===== src/rtl/i2c_slave_reg_arbiter_if.sv =====
// i2c_slave_reg_arbiter_if: bus bundle between the I2C byte engine / local host and the register arbiter.
// Engine side : i2c_wr_stb, i2c_addr, i2c_wdata, i2c_rd_addr, i2c_busy (to arbiter); i2c_rdata, i2c_ovf (from arbiter)
// Host side   : host_req, host_we, host_addr, host_wdata (to arbiter); host_gnt, host_rvalid, host_rdata (from arbiter)
// master drives the requests, slave is the arbiter.
interface i2c_slave_reg_arbiter_if;
  logic       i2c_wr_stb;
  logic [7:0] i2c_addr;
  logic [7:0] i2c_wdata;
  logic [7:0] i2c_rd_addr;
  logic       i2c_busy;
  logic [7:0] i2c_rdata;
  logic       i2c_ovf;
  logic       host_req;
  logic       host_we;
  logic [7:0] host_addr;
  logic [7:0] host_wdata;
  logic       host_gnt;
  logic       host_rvalid;
  logic [7:0] host_rdata;
  modport master (
    output i2c_wr_stb, i2c_addr, i2c_wdata, i2c_rd_addr, i2c_busy,
    output host_req, host_we, host_addr, host_wdata,
    input  i2c_rdata, i2c_ovf, host_gnt, host_rvalid, host_rdata
  );
  modport slave (
    input  i2c_wr_stb, i2c_addr, i2c_wdata, i2c_rd_addr, i2c_busy,
    input  host_req, host_we, host_addr, host_wdata,
    output i2c_rdata, i2c_ovf, host_gnt, host_rvalid, host_rdata
  );
endinterface


===== src/rtl/i2c_slave_reg_arbiter.sv =====
// i2c_slave_reg_arbiter: single-port register bank shared by an I2C byte engine and a host, one access slot per clk.
// Ports: clk, rst_n (async, active-low); io_bus (slave modport) carries the engine write strobe/address/data,
// the engine read address and busy flag, the prefetched read byte and sticky overflow, and the host
// request/grant/read-data handshake.
module i2c_slave_reg_arbiter #(
  parameter int         ADDR_W       = 8,
  parameter logic [7:0] RESET_VAL    = 8'h00,
  parameter bit         LOCK_HOST_WR = 1'b1
) (
  input logic clk,
  input logic rst_n,
  i2c_slave_reg_arbiter_if.slave io_bus
);
  localparam int DEPTH = 1 << ADDR_W;
  typedef enum logic [2:0] {S_IDLE, S_PREFETCH, S_I2C_WR, S_HOST_WR, S_HOST_RD} slot_t;
  slot_t             r_state, w_next;
  logic [7:0]        r_mem [DEPTH];
  logic [ADDR_W-1:0] r_trk, r_wr_addr, w_rd_addr, w_host_addr, w_waddr;
  logic [7:0]        r_wr_data, r_rdata, r_hrdata, w_wdata;
  logic              r_wr_pend, r_rd_pend, r_ovf, r_rvalid, r_rr_host;
  logic              w_host_ok, w_is_wr;
  assign w_rd_addr   = io_bus.i2c_rd_addr[ADDR_W-1:0];
  assign w_host_addr = io_bus.host_addr[ADDR_W-1:0];
  assign w_host_ok   = io_bus.host_req && (!io_bus.host_we || !(LOCK_HOST_WR && io_bus.i2c_busy));
  // The slot entered at an edge is also the access committed on that edge; the state register then
  // shows which slot just ran, which is what host_gnt reports.
  always_ff @(posedge clk or negedge rst_n)
    if (!rst_n) r_state <= S_IDLE;
    else        r_state <= w_next;
  // Prefetch first, then round-robin between the buffered I2C write and an eligible host request.
  always_comb begin
    w_next = S_IDLE;
    if (r_rd_pend)
      w_next = S_PREFETCH;
    else if (r_wr_pend && (!w_host_ok || r_rr_host))
      w_next = S_I2C_WR;
    else if (w_host_ok)
      w_next = io_bus.host_we ? S_HOST_WR : S_HOST_RD;
  end
  always_comb begin
    io_bus.host_gnt    = r_state == S_HOST_WR || r_state == S_HOST_RD;
    io_bus.host_rvalid = r_rvalid;
    io_bus.host_rdata  = r_hrdata;
    io_bus.i2c_rdata   = r_rdata;
    io_bus.i2c_ovf     = r_ovf;
  end
  assign w_is_wr = w_next == S_I2C_WR || w_next == S_HOST_WR;
  assign w_waddr = w_next == S_I2C_WR ? r_wr_addr : w_host_addr;
  assign w_wdata = w_next == S_I2C_WR ? r_wr_data : io_bus.host_wdata;
  always_ff @(posedge clk or negedge rst_n)
    if (!rst_n) begin
      for (int i = 0; i < DEPTH; i++) r_mem[i] <= RESET_VAL;
      r_rdata   <= RESET_VAL;
      r_ovf     <= 1'b0;
      r_rvalid  <= 1'b0;
      r_hrdata  <= 8'h00;
      r_wr_pend <= 1'b0;
      r_wr_addr <= '0;
      r_wr_data <= 8'h00;
      r_rd_pend <= 1'b1;
      r_rr_host <= 1'b1;
      r_trk     <= '0;
    end else begin
      if (w_is_wr) r_mem[w_waddr] <= w_wdata;
      // A write landing on the tracked address refreshes the prefetched byte directly.
      if (w_next == S_PREFETCH)            r_rdata <= r_mem[r_trk];
      else if (w_is_wr && w_waddr == r_trk) r_rdata <= w_wdata;
      if (w_next == S_HOST_RD) r_hrdata <= r_mem[w_host_addr];
      r_rvalid  <= r_state == S_HOST_RD;
      r_trk     <= w_rd_addr;
      r_rd_pend <= (w_rd_addr != r_trk) || (r_rd_pend && w_next != S_PREFETCH);
      if (io_bus.i2c_wr_stb) begin
        r_wr_addr <= io_bus.i2c_addr[ADDR_W-1:0];
        r_wr_data <= io_bus.i2c_wdata;
      end
      // A strobe is lost only if the buffered byte is not committed on this same edge.
      r_wr_pend <= io_bus.i2c_wr_stb || (r_wr_pend && w_next != S_I2C_WR);
      r_ovf     <= r_ovf || (io_bus.i2c_wr_stb && r_wr_pend && w_next != S_I2C_WR);
      if (w_is_wr || w_next == S_HOST_RD) r_rr_host <= w_next != S_I2C_WR;
    end
endmodule

===== src/flat_wrapper.sv =====
// flat-port wrapper written by rule: the top's interface ports become plain ports
module i2c_slave_reg_arbiter_flat 
#(
  parameter int         ADDR_W       = 8,
  parameter logic [7:0] RESET_VAL    = 8'h00,
  parameter bit         LOCK_HOST_WR = 1'b1
)
  (clk, rst_n, io_bus_i2c_wr_stb, io_bus_i2c_addr, io_bus_i2c_wdata, io_bus_i2c_rd_addr, io_bus_i2c_busy, io_bus_host_req, io_bus_host_we, io_bus_host_addr, io_bus_host_wdata, io_bus_i2c_rdata, io_bus_i2c_ovf, io_bus_host_gnt, io_bus_host_rvalid, io_bus_host_rdata);
  i2c_slave_reg_arbiter_if io_bus_i ();
  input logic clk;
  input logic rst_n;
  input wire logic [$bits(io_bus_i.i2c_wr_stb)-1:0] io_bus_i2c_wr_stb;
  input wire logic [$bits(io_bus_i.i2c_addr)-1:0] io_bus_i2c_addr;
  input wire logic [$bits(io_bus_i.i2c_wdata)-1:0] io_bus_i2c_wdata;
  input wire logic [$bits(io_bus_i.i2c_rd_addr)-1:0] io_bus_i2c_rd_addr;
  input wire logic [$bits(io_bus_i.i2c_busy)-1:0] io_bus_i2c_busy;
  input wire logic [$bits(io_bus_i.host_req)-1:0] io_bus_host_req;
  input wire logic [$bits(io_bus_i.host_we)-1:0] io_bus_host_we;
  input wire logic [$bits(io_bus_i.host_addr)-1:0] io_bus_host_addr;
  input wire logic [$bits(io_bus_i.host_wdata)-1:0] io_bus_host_wdata;
  output wire logic [$bits(io_bus_i.i2c_rdata)-1:0] io_bus_i2c_rdata;
  output wire logic [$bits(io_bus_i.i2c_ovf)-1:0] io_bus_i2c_ovf;
  output wire logic [$bits(io_bus_i.host_gnt)-1:0] io_bus_host_gnt;
  output wire logic [$bits(io_bus_i.host_rvalid)-1:0] io_bus_host_rvalid;
  output wire logic [$bits(io_bus_i.host_rdata)-1:0] io_bus_host_rdata;
  assign io_bus_i.i2c_wr_stb = io_bus_i2c_wr_stb;
  assign io_bus_i.i2c_addr = io_bus_i2c_addr;
  assign io_bus_i.i2c_wdata = io_bus_i2c_wdata;
  assign io_bus_i.i2c_rd_addr = io_bus_i2c_rd_addr;
  assign io_bus_i.i2c_busy = io_bus_i2c_busy;
  assign io_bus_i.host_req = io_bus_host_req;
  assign io_bus_i.host_we = io_bus_host_we;
  assign io_bus_i.host_addr = io_bus_host_addr;
  assign io_bus_i.host_wdata = io_bus_host_wdata;
  assign io_bus_i2c_rdata = io_bus_i.i2c_rdata;
  assign io_bus_i2c_ovf = io_bus_i.i2c_ovf;
  assign io_bus_host_gnt = io_bus_i.host_gnt;
  assign io_bus_host_rvalid = io_bus_i.host_rvalid;
  assign io_bus_host_rdata = io_bus_i.host_rdata;
  i2c_slave_reg_arbiter #(.ADDR_W(ADDR_W), .RESET_VAL(RESET_VAL), .LOCK_HOST_WR(LOCK_HOST_WR)) u_core (.clk(clk), .rst_n(rst_n), .io_bus(io_bus_i));
endmodule

===== config.mk =====
export PLATFORM = sky130hd
export DESIGN_NAME = i2c_slave_reg_arbiter_flat
export DESIGN_NICKNAME = d
export VERILOG_FILES = /design/src/rtl/i2c_slave_reg_arbiter_if.sv /design/src/rtl/i2c_slave_reg_arbiter.sv /design/src/flat_wrapper.sv
export SDC_FILE = /design/constraint.sdc
export NUM_CORES = 2
export LEC_CHECK = 0
export ABC_AREA = 0
export CAP_MARGIN = 20
export CORE_AREA = 5 5 456 458
export DETAILED_ROUTE_END_ITERATION = 10
export DIE_AREA = 0 0 461 463
export HOLD_SLACK_MARGIN = 0.05
export PLACE_DENSITY = 0.71
export SYNTH_ARGS = -nofsm -noshare
export SYNTH_HDL_FRONTEND = slang
export SYNTH_SLANG_ARGS = --single-unit

===== constraint.sdc =====
create_clock -name clk -period 3.5 [get_ports clk]
set_clock_uncertainty 0.05 [all_clocks]
set_input_delay 0.7 -clock clk [delete_from_list [all_inputs] [get_ports clk]]
set_output_delay 0.7 -clock clk [all_outputs]
set_load 0.005 [all_outputs]

# After elaboration in Yosys (flattened, before gate mapping)

Cells that the tools add are included.

Register bits: 2096
Input bits: 46
Logic and storage cells: 321

$lt $le $gt $ge: 4
Equality and inequality tests: 10
Multiplexer cells: 17
Bitwise logic cells: 3
Reduce and logical (&&, ||, !) cells: 20

Operators by type and width:

| cell                                                                    | number |
|---|---|
| 2048-bit bitwise mux                                                    | 1 |
| 8-bit binary-select mux with 8-bit select                               | 2 |
| 8-bit two-way mux                                                       | 9 |
| 8-bit demux with 8-bit select                                           | 1 |
| 9-bit >= comparator, second input constant                              | 3 |
| 8-bit inverter with 9-bit output                                        | 3 |
| 3-bit two-way mux                                                       | 4 |
| 3-bit by 2-bit == test with 1-bit output, second input constant         | 3 |
| 9-bit by 1-bit < comparator with 1-bit output, second input constant    | 1 |
| 8-bit == test                                                           | 1 |
| 1-bit logical AND                                                       | 8 |
| 1-bit logical OR                                                        | 8 |
| 8-bit inequality test                                                   | 1 |
| 3-bit == test, second input constant                                    | 2 |
| 3-bit by 1-bit == test with 1-bit output, second input constant         | 1 |
| 1-bit zero test                                                         | 3 |
| 3-bit by 1-bit inequality test with 1-bit output, second input constant | 1 |
| 3-bit by 2-bit inequality test with 1-bit output, second input constant | 1 |
| 2-bit nonzero test                                                      | 1 |

# Longest topological paths before layout

Depth after elaboration: 16
Depth in mapped cells: 13
Mapped depth without buffers: 8

# Worst setup path after synthesis

Ideal clock, no wire load.

Path kind: input to register
Start: input port io_bus_host_addr[0]
End: register u_core.r_hrdata[5] (netlist: u_core.io_bus.host_rdata[5])
Library setup time: 0.126 ns
Data arrival time: 3.138 ns
Required time: 3.324 ns
Path slack: 0.186 ns
Cell stages on the path: 8
Path buffers: 3
Cell sequence: buf_2 > buf_4 > buf_1 > mux4_2 > mux4_2 > a211oi_1 > a31oi_1 > a221o_1

Word-level cells in the longest chain between the ends: 4

RTL lines:

| item                                                   | line                        | RTL |
|---|---|---|
| start: declaration                                     | flat_wrapper.sv:19          | `input wire logic [$bits(io_bus_i.host_addr)-1:0] io_bus_host_addr;` |
| 8-bit inverter with 9-bit output (implied by the code) | i2c_slave_reg_arbiter.sv:68 | `if (w_next == S_HOST_RD) r_hrdata <= r_mem[w_host_addr];` |
| 8-bit binary-select mux with 8-bit select              | i2c_slave_reg_arbiter.sv:68 |  |
| 8-bit two-way mux (implied by the code) (2 in series)  | i2c_slave_reg_arbiter.sv:68 |  |
| end signal: assignment                                 | i2c_slave_reg_arbiter.sv:68 |  |
| end: declaration                                       | i2c_slave_reg_arbiter.sv:19 | `logic [7:0] r_wr_data, r_rdata, r_hrdata, w_wdata;` |

Every way passes these cells. The select of a mux whose other input is x is not followed.
A chain may end at the register's enable or synchronous reset.

# Final worst setup path

Start: input port io_bus_host_addr[0]
End: register u_core.r_hrdata[3] (netlist: u_core.io_bus.host_rdata[3])

Same word-level chain as after synthesis.

==> metrics.txt <==
total track usage=38.4%; sequential share of the synthesized area=47.2%; Mean Syn Cell Area=11.4 um2; TritonCTS Buffers=221; root buf cell=clkbuf_16; largest stage delay on the critical path=0.62 ns; hpwl dp=290 mm; CP cell instances=buf_8 -> buf_12 -> buf_12 -> mux4_2 -> a22o_1 -> a221oi_1 -> buf_4 -> o31ai_1 -> a221oi_1 -> nor4_1 -> a211o_1; largest net degree at the start of global routing=160; crit path launch type=input pin; Post-Syn Instances=9724; violated checks=negative setup slack; fin crit share=101%; Switching Power=13900 uW; clock input transition at the sequential cells of the worst setup and hold paths=0.06 ns; core area=204000 um2; Synth async-reset ratio=100%; Max VDD drop=579 uV; Netlist cell types=75; smallest hold slack=0.301 ns; CP bufs+invs=4; Reg2Reg Setup Slack=-0.02 ns; crit-path max FO=18; Tmin final=3.54 ns; initial drt markers=12800; fill cell count=14800; GR Overflow Total=0; register bit total from synthesis=2096; Post-Place Cell Area=124000 um2; Layout area overhead=18.8%; WHS Path Cells=1; die width=461 um; met1 usage=49.1%; Final Hold Fails=0; r2r worst-path depth=11; yosys synthesis warning count=0; final setup margin=-0.0441 ns; Final Core Density=64.9%; fraction of power consumed by sequential logic=44.9%; Worst setup EP type=register; Via-to-Cell Ratio=6.91; RR Startpoint=u_core.r_trk[0]$_DFF_PN0_; total number of vias=90400; antenna violations before repair=28; Most Crowded Layer GR=met2; number of nets with antenna violations after routing=0; CTS tree=done; Leak=0.0579 uW; routability congestion estimate=1.03; Synth Cell Area=111000 um2; Design Power=54500 uW; IO buf count=64; Initial Utilization=54.6%; Comb pwr share=9.1%; Max Clk Rate=282 MHz; status=finished, violations left; final WL=411 mm; critical path class=input pin to register; buffer levels on the longest clock path=3; CTS H-tree depth=4; # DRC=0; Main synth FF type=dfrtp_1; hold endpoint=u_core.r_trk[0]$_DFF_PN0_; Die ar.=213000 um2; Max-slew headroom=27.2%; Hold Path Class=input pin to register; Power Dens Cells=412 nW/um2; Setup Total Neg Slack=-0.0753 ns; switch share=25.6%; Final #Nets=10200; Post-Syn Nets=9770; Clk pwr share=46.0%; Hold Path Origin=io_bus_i2c_rd_addr[0]; multi-input logic area=54200 um2; Crit path required time=4.22 ns; met3 usage=14.2%; Critical Path Slowest Stage Cell=a221oi_1; CP top delay family=compound AO/OA/AOI/OAI gates; register area=52500 um2; vias in the first global route=89000; io pins=65; Int Power=40500 uW; Die H=463 um; Slew Limit Fails=0; DR pass1 iterations=8; wire per inst=31.4 um; layout cells sized above 1=27.5%; worst path arrival time=4.26 ns; setup violators final=3; Worst Max-Slew Pin Slew=1.08 ns; Row Count=166; RSZ-0062 raised after global routing=true; first-pass GRT wire length=606 mm; Clk Latency, worst-skew pair=0.88 ns; CTS sink cnt=2096; GR Util met2=55.6%; max cap viols=0; Post-synth EDFFs=0; worst reg2reg endpoint=u_core.io_bus.i2c_rdata[3]$_DFFE_PN0P_; post-route cell area=132000 um2
-- flip-flops by register name, summed over array words and instances, names as in the netlist --
signal,flops
u_core.r_rr_host,1
u_core.r_state,3
u_core.io_bus.host_rvalid,1
u_core.r_trk,8
u_core.r_wr_data,8
u_core.r_wr_pend,1
u_core.io_bus.i2c_rdata,8
u_core.r_wr_addr,8
u_core.r_rd_pend,1
u_core.io_bus.i2c_ovf,1
u_core.io_bus.host_rdata,8
u_core.r_mem,2048
-- cells in the final DEF, fill, tap and decap left out, types with 56 or more instances in the layout --
master           count
nand2_1            704
mux2i_1            272
buf_12             369
a22oi_1            111
nor4_4             140
mux4_2             997
a21oi_1           1564
clkdlybuf4s50_1     57
o221ai_1            79
dfrtp_1           2088
buf_4              803
o21ai_0            525
a22o_1              61
clkbuf_16          227
a221oi_1            56
nor2_1            1529
-- cell usage after synthesis (13+ instances only) --
cell type	count	share of area (%)
nor3_1	21	0.094
a211o_1	16	0.13
a211oi_1	42	0.28
o21ai_0	526	2.4
clkbuf_1	506	1.7
or4_1	28	0.19
nand2b_1	20	0.11
buf_4	95	0.64
buf_2	305	1.4
a22oi_1	112	0.76
nand2_1	708	2.4
a21oi_1	1566	7.0
buf_1	42	0.14
o21ai_1	53	0.24
and2_1	28	0.16
nor2_1	1532	5.2
nor4_1	18	0.10
buf_6	47	0.48
o22ai_1	50	0.28
dfrtp_1	2094	47
nor2b_1	40	0.22
o21ai_2	21	0.17
a221oi_1	62	0.49
nor4_4	140	2.7
nand3_1	17	0.076
mux2_2	35	0.35
mux4_2	997	20
and3_1	17	0.096
o221ai_1	79	0.62
o31ai_1	16	0.11
a22o_1	61	0.48
o2111ai_1	13	0.10
mux2i_1	283	2.5
-- cell families (layout without fill, tap and decap cells) --
group / after synthesis / count (layout) / share of synthesized area [%]
AOI/OAI and AO/OA: 2683 / 2683 / 13.6
and+or+nand+nor: 2599 / 2599 / 11.5
DFF: 2096 / 2096 / 47.2
muxes: 1321 / 1321 / 23.2
buffers and inverters: 1010 / 1669 / 4.41
xor gates and xnor gates: 15 / 15 / 0.118
other: 0 / 16 / 0
-- through the flow --
step	instances	setup slack [ns]
after floorplan	9724	0.186
after detailed placement	12600	-0.678
after CTS	13100	0.00123
final	13100	-0.0441
after global routing	13100	-0.0404
after global placement	12600	-0.627
-- layer usage --
| metal | vias up | wire (um) | share of wire (%) |
|---|---|---|---|
| li1 | 36900 | - | - |
| met1 | 45800 | 143000 | 35 |
| met2 | 6292 | 181000 | 44 |
| met3 | 1454 | 55000 | 13 |
| met4 | 10 | 32200 | 7.8 |
| met5 | - | 60 | 0.015 |
-- layout make-up --
cell class	count	area share, %
inverter	9	0.0312
tap	2688	2.55
clock inverter	108	0.993
clock buffer	309	4.86
antenna	16	0.0303
timing repair buffer	1243	10.8
multi-input combinational	6618	41.1
sequential	2096	39.7
-- how the worst max path moves through the flow --
stage / start / to / slack [ns] / cells past startpoint
2_1_floorplan: io_bus_host_addr[0] / u_core.io_bus.host_rdata[5]$_DFFE_PN0P_ / 0.19 / 8
3_3_place_gp: io_bus_host_addr[0] / u_core.io_bus.host_rdata[3]$_DFFE_PN0P_ / -0.63 / 11
3_5_place_dp: io_bus_host_addr[0] / u_core.io_bus.host_rdata[3]$_DFFE_PN0P_ / -0.68 / 11
4_1_cts: u_core.r_trk[0]$_DFF_PN0_ / u_core.io_bus.i2c_rdata[1]$_DFFE_PN0P_ / 0.001 / 11
5_1_grt: u_core.r_trk[0]$_DFF_PN0_ / u_core.io_bus.i2c_rdata[3]$_DFFE_PN0P_ / -0.04 / 11
6_report: io_bus_host_addr[0] / u_core.io_bus.host_rdata[3]$_DFFE_PN0P_ / -0.04 / 11
-- power by group through the flow --
stage | clock [uW] | combinational [uW] | sequential (uW)
after global routing | 26200 | 5120 | 24400
after CTS | 25200 | 4840 | 24400
after global placement | 0 | 4760 | 24900
after floorplan | 0 | 2200 | 24800
after detailed placement | 0 | 4800 | 24900
final | 25100 | 4970 | 24400
-- repair_timing --
action | in CTS | in global routing
buffers inserted | 6 | 0
resized for setup | 7 | 14
endpoints found under the hold margin | 28 | 0
hold buffers | 1 | 0
endpoints found under the setup margin | 7 | 7
gates cloned | 0 | 2
pin swaps | 0 | 1
(Power assumes the default switching activity.)
